==> config.mk <==
export PLATFORM = sky130hd
export DESIGN_NAME = tx_sequencer
export DESIGN_NICKNAME = d
export VERILOG_FILES = /design/src/rtl/tx_sequencer.sv
export SDC_FILE = /design/constraint.sdc
export NUM_CORES = 1
export LEC_CHECK = 0
export ABC_AREA = 1
export CAP_MARGIN = 0
export CORE_MARGIN = 2
export CORE_UTILIZATION = 46
export CTS_CLUSTER_SIZE = 8
export DETAILED_ROUTE_END_ITERATION = 8
export DONT_BUFFER_PORTS = 1
export GPL_ROUTABILITY_DRIVEN = 0
export PLACE_DENSITY = 0.7
export SETUP_SLACK_MARGIN = 0.15
export SLEW_MARGIN = 10
export SYNTH_ARGS = -nofsm -noshare
export SYNTH_HDL_FRONTEND = slang
export SYNTH_SLANG_ARGS = --single-unit
==> constraint.sdc <==
create_clock -name CLK -period 1.2 [get_ports CLK]
set_input_delay 0.24 -clock CLK [delete_from_list [all_inputs] [get_ports CLK]]
set_output_delay 0.24 -clock CLK [all_outputs]
set_load 0.05 [all_outputs]
==> src/rtl/tx_sequencer.sv <==
// Link transmit sequencer: OFF -> TRAIN (COM burst) -> ACTIVE payload, with periodic
// SKP ordered sets inserted only when TX_SEQ_SKP_INSERT_EN is defined.
module tx_sequencer #(
  parameter int TRAIN_LEN    = 16,
  parameter int SKP_INTERVAL = 64
) (
  input  logic       CLK,
  input  logic       reset,
  input  logic       tx_en,
  input  logic [7:0] data_in,
  input  logic       data_k,
  input  logic       data_valid,
  output logic       data_ready,
  output logic [7:0] out_8b,
  output logic       K,
  output logic       ENB,
  output logic       link_up
);

  localparam int TW = (TRAIN_LEN > 1) ? $clog2(TRAIN_LEN) : 1;
  localparam logic [TW-1:0] TRAIN_LAST = TW'(TRAIN_LEN - 1);
  localparam logic [7:0] COM  = 8'hBC;
  localparam logic [7:0] IDLE = 8'h00;

`ifdef TX_SEQ_SKP_INSERT_EN
  typedef enum logic [1:0] {OFF, TRAIN, ACTIVE, SKP} state_t;
  localparam int SW = $clog2(SKP_INTERVAL);
  localparam logic [SW-1:0] SKP_LAST = SW'(SKP_INTERVAL - 1);
  localparam logic [7:0] SKP_SYM = 8'h1C;
  logic [SW-1:0] skp_cnt, skp_cnt_n;
  logic [1:0]    sym_cnt, sym_cnt_n;
`else
  typedef enum logic [1:0] {OFF, TRAIN, ACTIVE} state_t;
`endif

  state_t        state, state_n;
  logic [TW-1:0] train_cnt, train_cnt_n;
  logic [7:0]    out_n;
  logic          k_n, enb_n, link_n;
  logic          xfer;

  // Ready is gated by tx_en so a byte is never accepted on the edge that shuts the link down.
  always_comb begin
    data_ready = 1'b0;
    if (state == ACTIVE && tx_en) data_ready = 1'b1;
`ifdef TX_SEQ_SKP_INSERT_EN
    if (skp_cnt == SKP_LAST) data_ready = 1'b0;
`endif
  end

  assign xfer = data_valid & data_ready;

  // Registered outputs always describe the state being entered at the same edge.
  always_comb begin
    state_n     = state;
    train_cnt_n = '0;
    out_n       = IDLE;
    k_n         = 1'b0;
    enb_n       = 1'b0;
    link_n      = 1'b0;
`ifdef TX_SEQ_SKP_INSERT_EN
    skp_cnt_n   = '0;
    sym_cnt_n   = '0;
`endif
    if (!tx_en) begin
      state_n = OFF;
    end else begin
      case (state)
        OFF: begin
          state_n = TRAIN;
          out_n   = COM;
          k_n     = 1'b1;
          enb_n   = 1'b1;
        end
        TRAIN: begin
          enb_n = 1'b1;
          if (train_cnt == TRAIN_LAST) begin
            state_n = ACTIVE;
            link_n  = 1'b1;
          end else begin
            train_cnt_n = train_cnt + 1'b1;
            out_n       = COM;
            k_n         = 1'b1;
          end
        end
        ACTIVE: begin
          enb_n  = 1'b1;
          link_n = 1'b1;
          if (xfer) begin
            out_n = data_in;
            k_n   = data_k;
          end
`ifdef TX_SEQ_SKP_INSERT_EN
          if (skp_cnt == SKP_LAST) begin
            state_n = SKP;
            out_n   = COM;
            k_n     = 1'b1;
          end else begin
            skp_cnt_n = skp_cnt + 1'b1;
          end
`endif
        end
`ifdef TX_SEQ_SKP_INSERT_EN
        SKP: begin
          enb_n  = 1'b1;
          link_n = 1'b1;
          if (sym_cnt == 2'd3) begin
            state_n = ACTIVE;
          end else begin
            sym_cnt_n = sym_cnt + 1'b1;
            out_n     = SKP_SYM;
            k_n       = 1'b1;
          end
        end
`endif
        default: state_n = OFF;
      endcase
    end
  end

  always_ff @(posedge CLK) begin
    if (reset) begin
      state     <= OFF;
      train_cnt <= '0;
      out_8b    <= IDLE;
      K         <= 1'b0;
      ENB       <= 1'b0;
      link_up   <= 1'b0;
`ifdef TX_SEQ_SKP_INSERT_EN
      skp_cnt   <= '0;
      sym_cnt   <= '0;
`endif
    end else begin
      state     <= state_n;
      train_cnt <= train_cnt_n;
      out_8b    <= out_n;
      K         <= k_n;
      ENB       <= enb_n;
      link_up   <= link_n;
`ifdef TX_SEQ_SKP_INSERT_EN
      skp_cnt   <= skp_cnt_n;
      sym_cnt   <= sym_cnt_n;
`endif
    end
  end

endmodule

==> parameters.txt <==
Parameter                              Value

CTS
  Clk sink count ... 17
  Buffer depth of the longest clock path ... 2
  Number of buffers created by CTS ... 3
  Clk_lat worst skew ... 280 ps
  Clock transition at the registers of the reported paths ... 100 ps
  CTS Root Cell ... sky130_fd_sc_hd__clkbuf_4
  # H-tree levels ... 1
  Clock tree from TritonCTS ... yes

Run status
  Failing checks ... negative setup slack
  Outcome ... complete, but fails checks

Logic synthesis
  Distinct cell type count after synthesis ... 17
  Most repeated cell in the gate-level netlist after synthesis ... sky130_fd_sc_hd__dfxtp_1
  Synthesized area divided by synthesized cell count ... 8.47 sq um
  Cell taking the most area after synthesis ... sky130_fd_sc_hd__dfxtp_1
  Count of flip-flops with a built-in enable after synthesis ... 0
  Cell types with the largest area share after synthesis ... sky130_fd_sc_hd__dfxtp_1, sky130_fd_sc_hd__ha_1, sky130_fd_sc_hd__nand3_1
  Post-synthesis async set-or-reset flop share ... 0
  Yosys Warn Count ... 0
  Synthesized netlist net count ... 107
  Netlist area before placement ... 737 sq um
  Commonest cells in the synthesized netlist ... sky130_fd_sc_hd__dfxtp_1, sky130_fd_sc_hd__nand3_1, sky130_fd_sc_hd__inv_1
  Most used DFF post-synth ... sky130_fd_sc_hd__dfxtp_1
  Top-area cell type share of the netlist area ... 0.462
  Number of storage elements in the synthesis netlist ... 17
  Cells after Synth ... 87
  Share of synthesized area occupied by flip-flops and latches ... 0.462

STA
  Worst path setup slack after routing ... -87.6 ps
  RSZ-0062 raised after global routing ... yes
  Final critical path time including I/O delays and setup ... 1290 ps
  Post-route fraction of the period consumed by the critical path ... 1.07
  Max-slew violation count ... 0
  Hold Fails Final Rpt ... 0
  Maximum frequency from static timing analysis ... 777 MHz
  Worst relative slew slack ... 0.827
  Worst Clk Skew ... 1.31 ps
  Slew @ Worst Pin ... 260 ps
  Final setup vio count ... 9

Routing
  1st-iter DRT viols ... 23
  Number of vias per cell after detailed routing ... 5.34
  Vias ... 603
  Post-detailed-route count of antenna-violating nets ... 0
  First-pass iteration count of the detailed router ... 4
  Drt drc ... 0
  Routed len/inst ... 15.0 microns
  Wire length reported by the detailed router ... 1690 microns

Place
  Count of input and output buffers ... 0
  Final HPWL from detailed placement ... 939 microns
  Placed instance count ... 104
  Post-place setup slack ... 63.1 ps

Floorplan
  DIE WIDTH ... 44.0 microns
  Die outline height ... 44.0 microns
  Std cell rows ... 14
  Die area ... 0.00194 sq mm
  Initial standard-cell utilization of the core ... 0.489
  Top-level port count ... 25
  Core box area ... 0.00151 sq mm

Power and ir drop
  Highest ir drop seen on vdd ... 594 uV
  Static Leakage ... 0.000433 uW
  Total power per unit cell area ... 1120 mW/mm^2
  Total power of the final layout ... 1200 uW

Setup path
  Crit path launch ... state[0]$_SDFFE_PP0P_
  Worst reg-to-reg setup slack ... -90 ps
  Class of the most critical setup path ... reg2reg
  Critical-path maximum fanout ... 7
  Reg-to-Reg Start ... state[0]$_SDFFE_PP0P_
  WP data required ... 1390 ps
  Kind of end point of the critical path ... register
  Startpoint type of the worst setup path ... register
  Critical path arrival ... 1470 ps

Global route
  Global-route wire length before repair ... 2550 microns
  Largest net degree at the start of global routing ... 11
  Global-route total usage across every layer ... 0.182
  Antenna violations before repair ... 0
  Vias in the first global route ... 560
  Overflow left after global routing ... 0

Cells and area
  Multi-input logic area ... 504 sq um
  Fraction of layout cells with a size suffix above 1 ... 0.598
  Fin cells ... 113
  Register cell area after layout ... 382 sq um
  Area growth from synthesis to layout ... 44.7%
  Diode insertion count for antenna repair ... 0
  Final cell utilization of the core ... 0.708
  Fill cell count ... 109
  Layout net count ... 118

Hold path
  Class of the tightest hold or removal check ... in2reg
  Worst Min Path Start ... reset

Job
  # Max-Cap Violations ... 0
## registers in the layout (all words and copies together) (netlist names)
register,count
train_cnt,4
out_8b,8
K,1
link_up,1
ENB,1
state,2
## power by group
group	total [uW]	internal, uW	switching [uW]	leakage (uW)
Sequential	661	585	75.6	0.000147
Combinational	238	97.8	140	0.000268
Clock	297	124	173	0.0000177
## stage by stage
| stage | instance area [sq um] | hold slack, ps | TNS, ps |
|---|---|---|---|
| after CTS | 1000 | 11.8 | -88.5 |
| after global routing | 1070 | 4.50 | -976 |
| after detailed placement | 800 | 319 | 0 |
| after floorplan | 772 | 317 | 0 |
| final | 1070 | 15.5 | -579 |
| after global placement | 800 | 321 | 0 |
## cell families (layout without fill, tap and decap cells)
family                   Yosys count  in the layout  synth area share
AND/OR/NAND/NOR                   42             43             0.294
flip-flops                        17             17             0.462
buffers and inverters             16             25            0.0815
adder cells (fa/ha/maj)            7              7             0.119
AO/OA/AOI/OAI                      3              3            0.0204
XOR/XNOR                           2              2            0.0238
## repair_timing
| action | in CTS | in global routing |
|---|---|---|
| pin swaps | 18 | 6 |
| gates resized for setup | 42 | 19 |
| buffers inserted | 3 | 1 |
| hold buffers | 0 | 0 |
| setup endpoints to repair | 26 | 25 |
| hold endpoints to repair | 0 | 0 |
| gates cloned | 1 | 0 |
## worst max-delay path: stages (launching register included)
cell and delay (ps):
sky130_fd_sc_hd__dfxtp_4 380, sky130_fd_sc_hd__inv_4 40, sky130_fd_sc_hd__buf_4 120, sky130_fd_sc_hd__buf_6 100, sky130_fd_sc_hd__buf_6 110, sky130_fd_sc_hd__ha_4 170
sky130_fd_sc_hd__inv_8 90, sky130_fd_sc_hd__nand3_2 80, sky130_fd_sc_hd__nand2_2 60, sky130_fd_sc_hd__nor2_1 30
## layout make-up
cell class,count,area share
Clock inverter,1,0.00469
Tap cell,16,0.0188
Clock buffer,3,0.0211
Sequential cell,17,0.358
Multi-Input combinational cell,55,0.473
Inverter,16,0.0751
Timing Repair Buffer,5,0.0493
## per-layer routing
metal / vias to the layer above / track usage / share of wire
li1: 301 / - / -
met1: 279 / 0.208 / 0.43
met2: 21 / 0.306 / 0.52
met3: 2 / 0.0449 / 0.049
met4: 0 / 0.109 / 0.0059
met5: - / 0 / 0
## cells in the final DEF (no fill, tap or decap), drive strengths merged
cell type / netlist / layout
nor2: 7 / 7
clkinv: 0 / 1
nor3b: 3 / 3
nand4: 1 / 1
inv: 16 / 16
dfxtp: 17 / 17
nand3: 17 / 17
a21oi: 3 / 3
xor2: 1 / 1
ha: 7 / 7
xnor2: 1 / 1
buf: 0 / 5
clkbuf: 0 / 3
nor3: 1 / 1
nand2: 13 / 14
## final timing paths
check / cells past startpoint / endpoint
max reg2reg: 9 / state[0]$_SDFFE_PP0P_
min: 1 / ENB$_SDFF_PP0_
max: 9 / state[0]$_SDFFE_PP0P_
min reg2reg: 1 / train_cnt[0]$_SDFF_PP0_
No activity file was read; power rests on OpenSTA's default activity.
